[config.mk]
export PLATFORM = sky130hd
export DESIGN_NAME = mem_burst_controller_flat
export DESIGN_NICKNAME = d
export VERILOG_FILES = /design/src/rtl/mem_burst_controller_if.sv /design/src/rtl/mem_burst_controller.sv /design/src/flat_wrapper.sv
export SDC_FILE = /design/constraint.sdc
export NUM_CORES = 1
export LEC_CHECK = 0
export ABC_AREA = 1
export BUFFER_PORTS_ARGS = -buffer_cell sky130_fd_sc_hd__buf_2
export CORE_MARGIN = 1.5
export CORE_UTILIZATION = 46
export CTS_CLUSTER_DIAMETER = 50
export DETAILED_ROUTE_END_ITERATION = 10
export PLACE_DENSITY = 0.75
export SYNTH_ARGS = -nofsm -noshare
export SYNTH_HDL_FRONTEND = slang
export SYNTH_SLANG_ARGS = --single-unit
[constraint.sdc]
create_clock -name clk -period 2 [get_ports clk]
set_input_delay 0.4 -clock clk [delete_from_list [all_inputs] [get_ports clk]]
set_output_delay 0.4 -clock clk [all_outputs]
set_load 0.1 [all_outputs]
[src/rtl/mem_burst_controller_if.sv]
// Bus bundle between the miss handler, external memory and the block dispatcher.
// The controller uses the master modport; the surrounding environment uses slave.
interface mem_burst_controller_if #(
  parameter int ADDR_WIDTH      = 8,
  parameter int MEM_DATA_WIDTH  = 32,
  parameter int WORDS_PER_BLOCK = 10
);
  localparam int OFS_W = $clog2(WORDS_PER_BLOCK);

  logic                                  i_halt;
  logic [ADDR_WIDTH-1:0]                 i_req_addr;
  logic [OFS_W-1:0]                      i_req_ofs;
  logic                                  i_req_valid;
  logic                                  o_req_ready;
  logic [ADDR_WIDTH-1:0]                 o_mem_req_addr;
  logic [OFS_W-1:0]                      o_mem_req_ofs;
  logic                                  o_mem_req_valid;
  logic                                  i_mem_req_ready;
  logic [MEM_DATA_WIDTH-1:0]             i_mem_data;
  logic                                  i_mem_data_valid;
  logic                                  o_mem_ready;
  logic [MEM_DATA_WIDTH-1:0]             o_crit_word;
  logic                                  o_crit_word_valid;
  logic [MEM_DATA_WIDTH*WORDS_PER_BLOCK-1:0] o_block_data;
  logic [ADDR_WIDTH-1:0]                 o_block_addr;
  logic                                  o_block_data_valid;
  logic                                  o_error;

  modport master (
    input  i_halt, i_req_addr, i_req_ofs, i_req_valid, i_mem_req_ready, i_mem_data, i_mem_data_valid,
    output o_req_ready, o_mem_req_addr, o_mem_req_ofs, o_mem_req_valid, o_mem_ready,
           o_crit_word, o_crit_word_valid, o_block_data, o_block_addr, o_block_data_valid, o_error
  );

  modport slave (
    output i_halt, i_req_addr, i_req_ofs, i_req_valid, i_mem_req_ready, i_mem_data, i_mem_data_valid,
    input  o_req_ready, o_mem_req_addr, o_mem_req_ofs, o_mem_req_valid, o_mem_ready,
           o_crit_word, o_crit_word_valid, o_block_data, o_block_addr, o_block_data_valid, o_error
  );
endinterface

[src/rtl/mem_burst_controller.sv]
// Block-fill controller: one memory request per miss, critical-word-first burst
// with wrap-around assembly, timeout-driven re-issue and error after retry budget.

module mbc_slot #(
  parameter int DW = 32
) (
  input  logic          clk,
  input  logic          arst_n,
  input  logic          we,
  input  logic [DW-1:0] d,
  output logic [DW-1:0] q
);
  always_ff @(posedge clk) begin
    if (!arst_n)  q <= '0;
    else if (we)  q <= d;
  end
endmodule

module mem_burst_controller #(
  parameter int ADDR_WIDTH      = 8,
  parameter int MEM_DATA_WIDTH  = 32,
  parameter int WORDS_PER_BLOCK = 10,
  parameter int TIMEOUT_CYCLES  = 64,
  parameter int MAX_RETRIES     = 3,
  localparam int OFS_W          = $clog2(WORDS_PER_BLOCK)
) (
  input logic                    clk,
  input logic                    arst_n,
  mem_burst_controller_if.master bus
);
  localparam int W  = WORDS_PER_BLOCK;
  localparam int DW = MEM_DATA_WIDTH;
  localparam int CW = $clog2(WORDS_PER_BLOCK + 1);
  localparam int TW = $clog2(TIMEOUT_CYCLES);
  localparam int RW = $clog2(MAX_RETRIES + 1);
  localparam int IW = OFS_W + 1;

  typedef enum logic [2:0] {S_IDLE, S_REQ, S_WAIT, S_RECV, S_DONE} state_t;

  state_t                 state, state_n;
  logic [ADDR_WIDTH-1:0]  addr_q;
  logic [OFS_W-1:0]       ofs_q, slot_idx, slot_sel, slot_nxt;
  logic [IW-1:0]          idx_inc;
  logic [CW-1:0]          cnt;
  logic [TW-1:0]          timer;
  logic [RW-1:0]          retry;
  logic [DW-1:0]          crit_q;
  logic                   crit_pulse, err_pulse;
  logic                   req_fire, mreq_fire, beat_fire, tmo_hit, last_beat;
  logic [W-1:0]           slot_we;
  logic [W-1:0][DW-1:0]   slot_q;

  assign bus.o_req_ready        = (state == S_IDLE) && !bus.i_halt;
  assign bus.o_mem_req_valid    = (state == S_REQ);
  assign bus.o_mem_req_addr     = addr_q;
  assign bus.o_mem_req_ofs      = ofs_q;
  assign bus.o_mem_ready        = ((state == S_WAIT) || (state == S_RECV)) && !bus.i_halt;
  assign bus.o_crit_word        = crit_q;
  assign bus.o_crit_word_valid  = crit_pulse && !bus.i_halt;
  assign bus.o_error            = err_pulse && !bus.i_halt;
  assign bus.o_block_data_valid = (state == S_DONE) && !bus.i_halt;
  assign bus.o_block_addr       = addr_q;
  assign bus.o_block_data       = slot_q;

  assign req_fire  = bus.i_req_valid && bus.o_req_ready;
  assign mreq_fire = bus.o_mem_req_valid && bus.i_mem_req_ready && !bus.i_halt;
  assign beat_fire = bus.i_mem_data_valid && bus.o_mem_ready;
  // a beat landing on the timeout cycle takes priority over the retry
  assign tmo_hit   = (state == S_WAIT) && (timer == TW'(TIMEOUT_CYCLES - 1)) && !beat_fire;
  assign last_beat = (cnt == CW'(W - 1));

  // first beat goes to the critical slot, later ones follow the wrapping index
  assign slot_sel = (state == S_WAIT) ? ofs_q : slot_idx;
  assign idx_inc  = {1'b0, slot_sel} + IW'(1);
  assign slot_nxt = (idx_inc >= IW'(W)) ? OFS_W'(idx_inc - IW'(W)) : idx_inc[OFS_W-1:0];

  always_comb begin
    state_n = state;
    case (state)
      S_IDLE: if (req_fire) state_n = S_REQ;
      S_REQ:  if (mreq_fire) state_n = S_WAIT;
      S_WAIT: begin
        if (beat_fire)    state_n = S_RECV;
        else if (tmo_hit) state_n = (retry == RW'(MAX_RETRIES)) ? S_IDLE : S_REQ;
      end
      S_RECV: if (beat_fire && last_beat) state_n = S_DONE;
      S_DONE: state_n = S_IDLE;
      default: state_n = S_IDLE;
    endcase
  end

  always_ff @(posedge clk) begin
    if (!arst_n) begin
      state      <= S_IDLE;
      addr_q     <= '0;
      ofs_q      <= '0;
      slot_idx   <= '0;
      cnt        <= '0;
      timer      <= '0;
      retry      <= '0;
      crit_q     <= '0;
      crit_pulse <= 1'b0;
      err_pulse  <= 1'b0;
    end else if (!bus.i_halt) begin
      state      <= state_n;
      crit_pulse <= 1'b0;
      err_pulse  <= 1'b0;
      case (state)
        S_IDLE: if (req_fire) begin
          addr_q <= bus.i_req_addr;
          ofs_q  <= bus.i_req_ofs;
          cnt    <= '0;
          retry  <= '0;
          timer  <= '0;
        end
        S_REQ: if (mreq_fire) timer <= '0;
        S_WAIT: begin
          if (beat_fire) begin
            crit_q     <= bus.i_mem_data;
            crit_pulse <= 1'b1;
            cnt        <= CW'(1);
            slot_idx   <= slot_nxt;
          end else if (tmo_hit) begin
            if (retry == RW'(MAX_RETRIES)) err_pulse <= 1'b1;
            else                           retry     <= retry + RW'(1);
          end else begin
            timer <= timer + TW'(1);
          end
        end
        S_RECV: if (beat_fire) begin
          cnt      <= cnt + CW'(1);
          slot_idx <= slot_nxt;
        end
        default: ;
      endcase
    end
  end

  for (genvar g = 0; g < W; g++) begin : g_slot
    assign slot_we[g] = beat_fire && (slot_sel == OFS_W'(g));
    mbc_slot #(.DW(DW)) u_slot (
      .clk    (clk),
      .arst_n (arst_n),
      .we     (slot_we[g]),
      .d      (bus.i_mem_data),
      .q      (slot_q[g])
    );
  end
endmodule

[src/flat_wrapper.sv]
// flat-port wrapper written by rule: the top's interface ports become plain ports
module mem_burst_controller_flat 
#(
  parameter int ADDR_WIDTH      = 8,
  parameter int MEM_DATA_WIDTH  = 32,
  parameter int WORDS_PER_BLOCK = 10,
  parameter int TIMEOUT_CYCLES  = 64,
  parameter int MAX_RETRIES     = 3,
  localparam int OFS_W          = $clog2(WORDS_PER_BLOCK)
)
  (clk, arst_n, bus_i_halt, bus_i_req_addr, bus_i_req_ofs, bus_i_req_valid, bus_i_mem_req_ready, bus_i_mem_data, bus_i_mem_data_valid, bus_o_req_ready, bus_o_mem_req_addr, bus_o_mem_req_ofs, bus_o_mem_req_valid, bus_o_mem_ready, bus_o_crit_word, bus_o_crit_word_valid, bus_o_block_data, bus_o_block_addr, bus_o_block_data_valid, bus_o_error);
  mem_burst_controller_if #(.ADDR_WIDTH(ADDR_WIDTH), .MEM_DATA_WIDTH(MEM_DATA_WIDTH), .WORDS_PER_BLOCK(WORDS_PER_BLOCK)) bus_i ();
  input logic clk;
  input logic arst_n;
  input wire logic [$bits(bus_i.i_halt)-1:0] bus_i_halt;
  input wire logic [$bits(bus_i.i_req_addr)-1:0] bus_i_req_addr;
  input wire logic [$bits(bus_i.i_req_ofs)-1:0] bus_i_req_ofs;
  input wire logic [$bits(bus_i.i_req_valid)-1:0] bus_i_req_valid;
  input wire logic [$bits(bus_i.i_mem_req_ready)-1:0] bus_i_mem_req_ready;
  input wire logic [$bits(bus_i.i_mem_data)-1:0] bus_i_mem_data;
  input wire logic [$bits(bus_i.i_mem_data_valid)-1:0] bus_i_mem_data_valid;
  output wire logic [$bits(bus_i.o_req_ready)-1:0] bus_o_req_ready;
  output wire logic [$bits(bus_i.o_mem_req_addr)-1:0] bus_o_mem_req_addr;
  output wire logic [$bits(bus_i.o_mem_req_ofs)-1:0] bus_o_mem_req_ofs;
  output wire logic [$bits(bus_i.o_mem_req_valid)-1:0] bus_o_mem_req_valid;
  output wire logic [$bits(bus_i.o_mem_ready)-1:0] bus_o_mem_ready;
  output wire logic [$bits(bus_i.o_crit_word)-1:0] bus_o_crit_word;
  output wire logic [$bits(bus_i.o_crit_word_valid)-1:0] bus_o_crit_word_valid;
  output wire logic [$bits(bus_i.o_block_data)-1:0] bus_o_block_data;
  output wire logic [$bits(bus_i.o_block_addr)-1:0] bus_o_block_addr;
  output wire logic [$bits(bus_i.o_block_data_valid)-1:0] bus_o_block_data_valid;
  output wire logic [$bits(bus_i.o_error)-1:0] bus_o_error;
  assign bus_i.i_halt = bus_i_halt;
  assign bus_i.i_req_addr = bus_i_req_addr;
  assign bus_i.i_req_ofs = bus_i_req_ofs;
  assign bus_i.i_req_valid = bus_i_req_valid;
  assign bus_i.i_mem_req_ready = bus_i_mem_req_ready;
  assign bus_i.i_mem_data = bus_i_mem_data;
  assign bus_i.i_mem_data_valid = bus_i_mem_data_valid;
  assign bus_o_req_ready = bus_i.o_req_ready;
  assign bus_o_mem_req_addr = bus_i.o_mem_req_addr;
  assign bus_o_mem_req_ofs = bus_i.o_mem_req_ofs;
  assign bus_o_mem_req_valid = bus_i.o_mem_req_valid;
  assign bus_o_mem_ready = bus_i.o_mem_ready;
  assign bus_o_crit_word = bus_i.o_crit_word;
  assign bus_o_crit_word_valid = bus_i.o_crit_word_valid;
  assign bus_o_block_data = bus_i.o_block_data;
  assign bus_o_block_addr = bus_i.o_block_addr;
  assign bus_o_block_data_valid = bus_i.o_block_data_valid;
  assign bus_o_error = bus_i.o_error;
  mem_burst_controller #(.ADDR_WIDTH(ADDR_WIDTH), .MEM_DATA_WIDTH(MEM_DATA_WIDTH), .WORDS_PER_BLOCK(WORDS_PER_BLOCK), .TIMEOUT_CYCLES(TIMEOUT_CYCLES), .MAX_RETRIES(MAX_RETRIES)) u_core (.clk(clk), .arst_n(arst_n), .bus(bus_i));
endmodule
== Word-level counts from Yosys, hierarchy flattened ==
Index checks and enable logic that the tools add are counted.

* Shift-type cells: 0
* Equal/unequal tests: 26
* Div/mod/pow operators: 0
* Mux-type cells: 29
* Multipliers: 0
* Bitwise operators: 1
* Add/subtract/negate cells: 5
* Reduce and logical (&&, ||, !) cells: 38
* Magnitude comparators: 1

{| class="wikitable"
|+ Operator list
! kind !! count
|-
| 6-bit 2-to-1 mux || 4
|-
| 1-bit logical AND || 22
|-
| 4-bit 2-to-1 mux || 5
|-
| 6-bit case mux with 3 select lines || 1
|-
| 4-bit by 3-bit equality test with 1-bit output, second input constant || 4
|-
| 3-bit 2-to-1 mux || 5
|-
| 4-bit equality test, second input constant || 3
|-
| 3-bit case mux with 4 select lines || 1
|-
| 4-bit case mux with 3 select lines || 1
|-
| 6-bit AND reduction || 2
|-
| 2-bit inequality test, second input constant || 5
|-
| 5-bit AND reduction || 2
|-
| 3-bit AND reduction || 3
|-
| 4-bit by 2-bit equality test with 1-bit output, second input constant || 2
|-
| 2-bit 2-to-1 mux || 4
|-
| 2-bit by 1-bit inequality test with 1-bit output, second input constant || 4
|-
| 1-bit 2-to-1 mux || 7
|-
| 6-bit by 1-bit adder with 6-bit output, second input constant || 1
|-
| 3-bit by 2-bit equality test with 1-bit output, second input constant || 2
|-
| 6-bit equality test, second input constant || 1
|-
| 3-bit nonzero test || 2
|-
| 4-bit by 1-bit adder with 5-bit output, second input constant || 1
|-
| 5-bit by 4-bit greater-or-equal comparator with 1-bit output, second input constant || 1
|-
| 4-bit by 1-bit adder with 4-bit output, second input constant || 1
|-
| 15 further kinds || 16
|}

* Memories: 0
* Logic and storage cells: 120
* Input bits: 50
* Register bits: 385
* Memory bits (read-only): 0
* Bits in writable memories: 0
* Latch bits: 0

== Longest topological paths before layout ==
* Depth after elaboration: 9
* Depth in mapped cells: 18

== Hierarchy ==
A second synthesis with hierarchy kept.

* Cells, all modules: 2440
* Area total of the unflattened synthesis: 16483.3 µm²

{| class="wikitable"
|+ Modules (own cells, without submodules)
! module !! times used !! area each (µm²) !! cells each !! sequential area each (µm²)
|-
| mbc_slot || 10 || 1335.0 || 202 || 640.6
|-
| mem_burst_controller || 1 || 3133.0 || 420 || 1301.2
|}

== Least setup slack after synthesis ==
Ideal clock, no wire load.

* Path type: input to output
* Start: input bus_i_halt
* End: output bus_o_block_data_valid
* Buffers on the path: 1
* Cell stages on the path: 2
* Data arrival time: 3.499 ns
* Setup slack: -1.899 ns
* Data required time: 1.600 ns
* Cell sequence: clkbuf_1 > nor4_1

* Cells in the longest elaborated chain, start to end: 2

{| class="wikitable"
|+ Ends and longest elaborated chain
! item !! line !! source
|-
| from (decl) || flat_wrapper.sv:15 || <nowiki>input wire logic [$bits(bus_i.i_halt)-1:0] bus_i_halt;</nowiki>
|-
| 1-bit zero test || mem_burst_controller.sv:61 || <nowiki>assign bus.o_block_data_valid = (state == S_DONE) && !bus.i_halt;</nowiki>
|-
| 1-bit logical AND || mem_burst_controller.sv:61 ||
|-
| to (decl) || flat_wrapper.sv:31 || <nowiki>output wire logic [$bits(bus_i.o_block_data_valid)-1:0] bus_o_block_data_valid;</nowiki>
|}

No other way between the ends.

== Final worst setup path ==
* Start: register u_core.state[0]
* End: register u_core.slot_idx[1]

* Cells in the longest elaborated chain, start to end: 5
* Elaborated cells between the ends (all ways): 12
* Those cells by class: 2 x add/sub; 1 x order compare; 2 x eq/ne; 2 x mux; 5 x reduce/logical

{| class="wikitable"
|+ Ends and longest elaborated chain
! item !! line !! source
|-
| from (decl) || mem_burst_controller.sv:40 || <nowiki>state_t state, state_n;</nowiki>
|-
| from (signal assigned) || mem_burst_controller.sv:105 || <nowiki>state <= state_n;</nowiki>
|-
| 3-bit by 2-bit equality test with 1-bit output (on tied branches) || mem_burst_controller.sv:57, mem_burst_controller.sv:73, mem_burst_controller.sv:108 ||
|-
| 4-bit 2-to-1 mux or 1-bit logical OR (tied branches) || mem_burst_controller.sv:73, mem_burst_controller.sv:57 ||
|-
| 4-bit by 1-bit adder with 5-bit output or 1-bit logical AND (tied branches) || mem_burst_controller.sv:74, mem_burst_controller.sv:57 ||
|-
| 4-bit subtractor, or another cell as far along || mem_burst_controller.sv:75 || <nowiki>assign slot_nxt = (idx_inc >= IW'(W)) ? OFS_W'(idx_inc - IW'(W)) : idx_inc[OFS_W-1:0];</nowiki>
|-
| 4-bit 2-to-1 mux or 3-bit AND reduction (tied branches) || -- ||
|-
| to (signal assigned) || mem_burst_controller.sv:122 || <nowiki>slot_idx <= slot_nxt;</nowiki>
|-
| to (signal assigned) || mem_burst_controller.sv:132 || <nowiki>slot_idx <= slot_nxt;</nowiki>
|-
| to (decl) || mem_burst_controller.sv:42 || <nowiki>logic [OFS_W-1:0] ofs_q, slot_idx, slot_sel, slot_nxt;</nowiki>
|}

Parallel ways exist; a longest one is shown, timed or not.
A chain may end at the register's enable or synchronous reset.

==> impl_metrics.ini <==
[run_status]
status = finished with violations
violations = setup timing

[synth]
ys_seq_area_frac = 0.5417
synthArstFlopShare = 0
ys_top_cells_by_count = nor2_1 (659), dfxtp_1 (385), o21ai_0 (287), nand2_1 (113), clkbuf_1 (90)
yosysWarnings = 0
synth_cell_types = 33
synth_most_common_cell = nor2_1
netlist_instances = 1846
synth.top_cell.area_share = 0.5417
postSynthAreaPerCell_sq_um = 7.707
ys_top_cells_by_area = dfxtp_1 (54%), nor2_1 (17%), o21ai_0 (10%), nand2_1 (3.0%), clkbuf_1 (2.4%)
yosys.area.top_type = dfxtp_1
ys.flop_type = dfxtp_1
syn_area_sq_um = 14230
synth_edf_count = 0
ys_ff_latch = 385
syn-num-nets = 1905

[global_route]
antenna_found_initial = 0
first_global_vias = 13080
busiest_layer = met2
overflow = 0
grt_max_degree = 56
use_met2 = 0.4792
track_usage = 0.2919
grt_pass1_wl_um = 72590
use_met1 = 0.3591
use_met3 = 0.06743

[clock_tree]
ctsLongestPathBuffers = 3
numCtsBuffers = 42
cts-hold-fix-buffers = 0
clock-sinks = 385
root_buffer = clkbuf_16
cts_tree = done
clk_latency_ps = 530
clkSlewWorstSetupHoldPaths_ps = 60
htreeDepth = 2

[job]
drv_cap = 0

[worst_hold_path]
whs_path_depth = 3
hold_start = bus_i_req_ofs[0]
hold_end = u_core.bus.o_mem_req_ofs[0]$_SDFFE_PN0P_
worstHoldPathType = input pin to flop

[worst_setup_path]
critical_path_class = flop to flop
path_buf_inv = 3
r2r_slack_ps = -80
end_kind = flop
worstReg2RegStart = u_core.state[0]$_SDFFE_PN0P_
cp_slowest_stage_delay_ps = 350
worstPathRequired_ps = 2420
crit_slowest_cell = dfxtp_4
cpLargestDelayFamily = simple AND/OR/NAND/NOR gates
path_max_fanout = 5
rr_endpoint = u_core.slot_idx[1]$_SDFFE_PN0P_
startpoint_type = flop
path_cells = nor2_4, nand2_4, nand2_4, nand2_4, buf_12, ha_4, nand3_1, nand2_2, buf_4, nor2_1, nand3_1, nand4_1, nand3_1, nand2_1, inv_1
cp.arrival_ps = 2500
reg2reg_depth = 15

[layout]
area_growth_pct = 36.80
layout.nets = 2339
drive_gt1_frac = 0.3181
fin_util = 0.6379
stdcell_count = 2710
diodes = 0

[drt]
vias = 14130
drt_iter0_drc = 1025
drtPass1Iterations = 5
wirelength_um = 50100
wl_per_cell_um = 18.49
drc = 0
final_antenna_net_count = 0
vias_per_cell = 5.214

[timing]
rsz0062_at_grt = true
fin_tns_setup_ps = -888.1
relSlewSlack = 0.6343
fin_crit_ps = 2080
hold-worst-slack_ps = 139.0
max_slew.worst_pin.slew_ps = 552.3
layout_setup_ws_ps = -80.05
max_freq_mhz = 480.8
fin_skew_ps = 20.96
fin_crit_sh = 1.040
hold_viol_final = 0
setup_viol = 50
slew_viol_final = 0

[floorplan]
fp.coreArea_sq_um = 30510
io_pins = 428
initial_core_util = 0.4663
dieArea_sq_um = 31990
die_w_um = 178.9
dieHeight_um = 178.9
fp-row-count = 64

[placed_design]
dp_cells = 2596
port_buffers = 427
dpl_worst_slack_ps = -143.9
gp_congestion = 0.8713
hpwl_um = 32540

[power_and_ir_drop]
seqPwrFrac = 0.411
p_leak_uw = 0.009274
p_sw_frac = 0.2839
intPower_uw = 13870
p_comb_frac = 0.157
clkPwrFrac = 0.432
power_density_nw_per_um2 = 994.9
ir_worst_vdd_v = 0.0006927
p_sw_uw = 5497
==> power groups by stage <==
stage	Sequential, uW	Combinational [uW]	Clock, uW
after floorplan	8850	1250	0
after global placement	8100	2620	0
after detailed placement	8110	2650	0
after CTS	7950	2780	8450
after global routing	7970	3210	8770
final	7950	3040	8370
==> state kept, by name, indices dropped and copies added (netlist names) <==
register,flops
u_core.retry,2
u_core.bus.o_crit_word,32
u_core.cnt,4
u_core.crit_pulse,1
u_core.err_pulse,1
u_core.g_slot.u_slot.q,320
u_core.state,3
u_core.slot_idx,4
u_core.bus.o_block_addr,8
u_core.timer,6
u_core.bus.o_mem_req_ofs,4
==> what timing repair did <==
item,in CTS,in global routing
setup buffers,11,20
cloned,0,6
setup endpoints to repair,110,314
hold endpoints to repair,0,0
resized for setup,25,104
pin swaps,13,38
==> tightest hold or removal path, cell delays in order <==
cell,delay (ps)
buf_2,100
nand3_1,70
a21oi_1,60
==> layout by cell type (no fill, tap or decap), types with 4 or more instances in the layout <==
master	n
nand2_2	11
bufinv_16	7
buf_12	31
nand3_1	25
o21ai_0	262
nand3_4	4
clkbuf_8	10
ha_1	6
clkbuf_16	47
o21ai_1	68
inv_4	7
dfxtp_1	378
inv_2	17
buf_6	18
nand4_1	8
nor2_2	27
inv_1	20
clkinv_2	7
inv_6	5
nand2_1	100
nor2_4	13
nand2_4	13
nand3_2	5
nor2_1	631
o21ai_2	4
clkbuf_1	7
dfxtp_2	4
nor3_1	4
buf_4	65
a21oi_1	57
buf_2	422
==> how the worst max path moves through the flow <==
stage                                      start  depth (start not counted)  slack [ps]                                         end
floorplan                             bus_i_halt                          2        -340                       bus_o_crit_word_valid
global placement    u_core.state[0]$_SDFFE_PN0P_                         14         -90   u_core.g_slot[1].u_slot.q[0]$_SDFFE_PN0P_
detailed placement  u_core.state[0]$_SDFFE_PN0P_                         13        -140  u_core.g_slot[6].u_slot.q[15]$_SDFFE_PN0P_
CTS                 u_core.state[2]$_SDFFE_PN0P_                          5         -60                      bus_o_block_data_valid
global route        u_core.state[0]$_SDFFE_PN0P_                         15        -230             u_core.slot_idx[1]$_SDFFE_PN0P_
finish              u_core.state[0]$_SDFFE_PN0P_                         15         -80             u_core.slot_idx[1]$_SDFFE_PN0P_
==> cell families after synthesis <==
| logic type | Yosys count | share of synthesized area |
|---|---|---|
| and+or+nand+nor | 848 | 0.2416 |
| DFF | 385 | 0.5417 |
| xor gates and xnor gates | 3 | 0.001847 |
| buffers and inverters | 202 | 0.06517 |
| adders and majority gates | 9 | 0.007915 |
| AOI/OAI and AO/OA | 399 | 0.1418 |
==> through the flow <==
stage	instance area, sq um	power, uW
after floorplan	14350	10090
after global placement	17220	10710
after detailed placement	17220	10760
after CTS	18900	19180
after global routing	19460	19960
final	19460	19360
==> area by class of cell <==
cell class	instances	area [sq um]
Clock buffer	59	1215
Clock inverter	19	306.5
Fill cell	2600	11050
Inverter	48	217.7
Multi-Input combinational cell	1259	5898
Sequential cell	385	7724
Tap cell	396	495.5
Timing Repair Buffer	544	3606
==> metal layers <==
metal | vias to the layer above | wire length [um]
met5 | - | 0
met4 | 0 | 2043
met3 | 126 | 4117
met2 | 644 | 23970
met1 | 6593 | 19970
li1 | 6768 | -
Power figures use the tool's default switching activity.
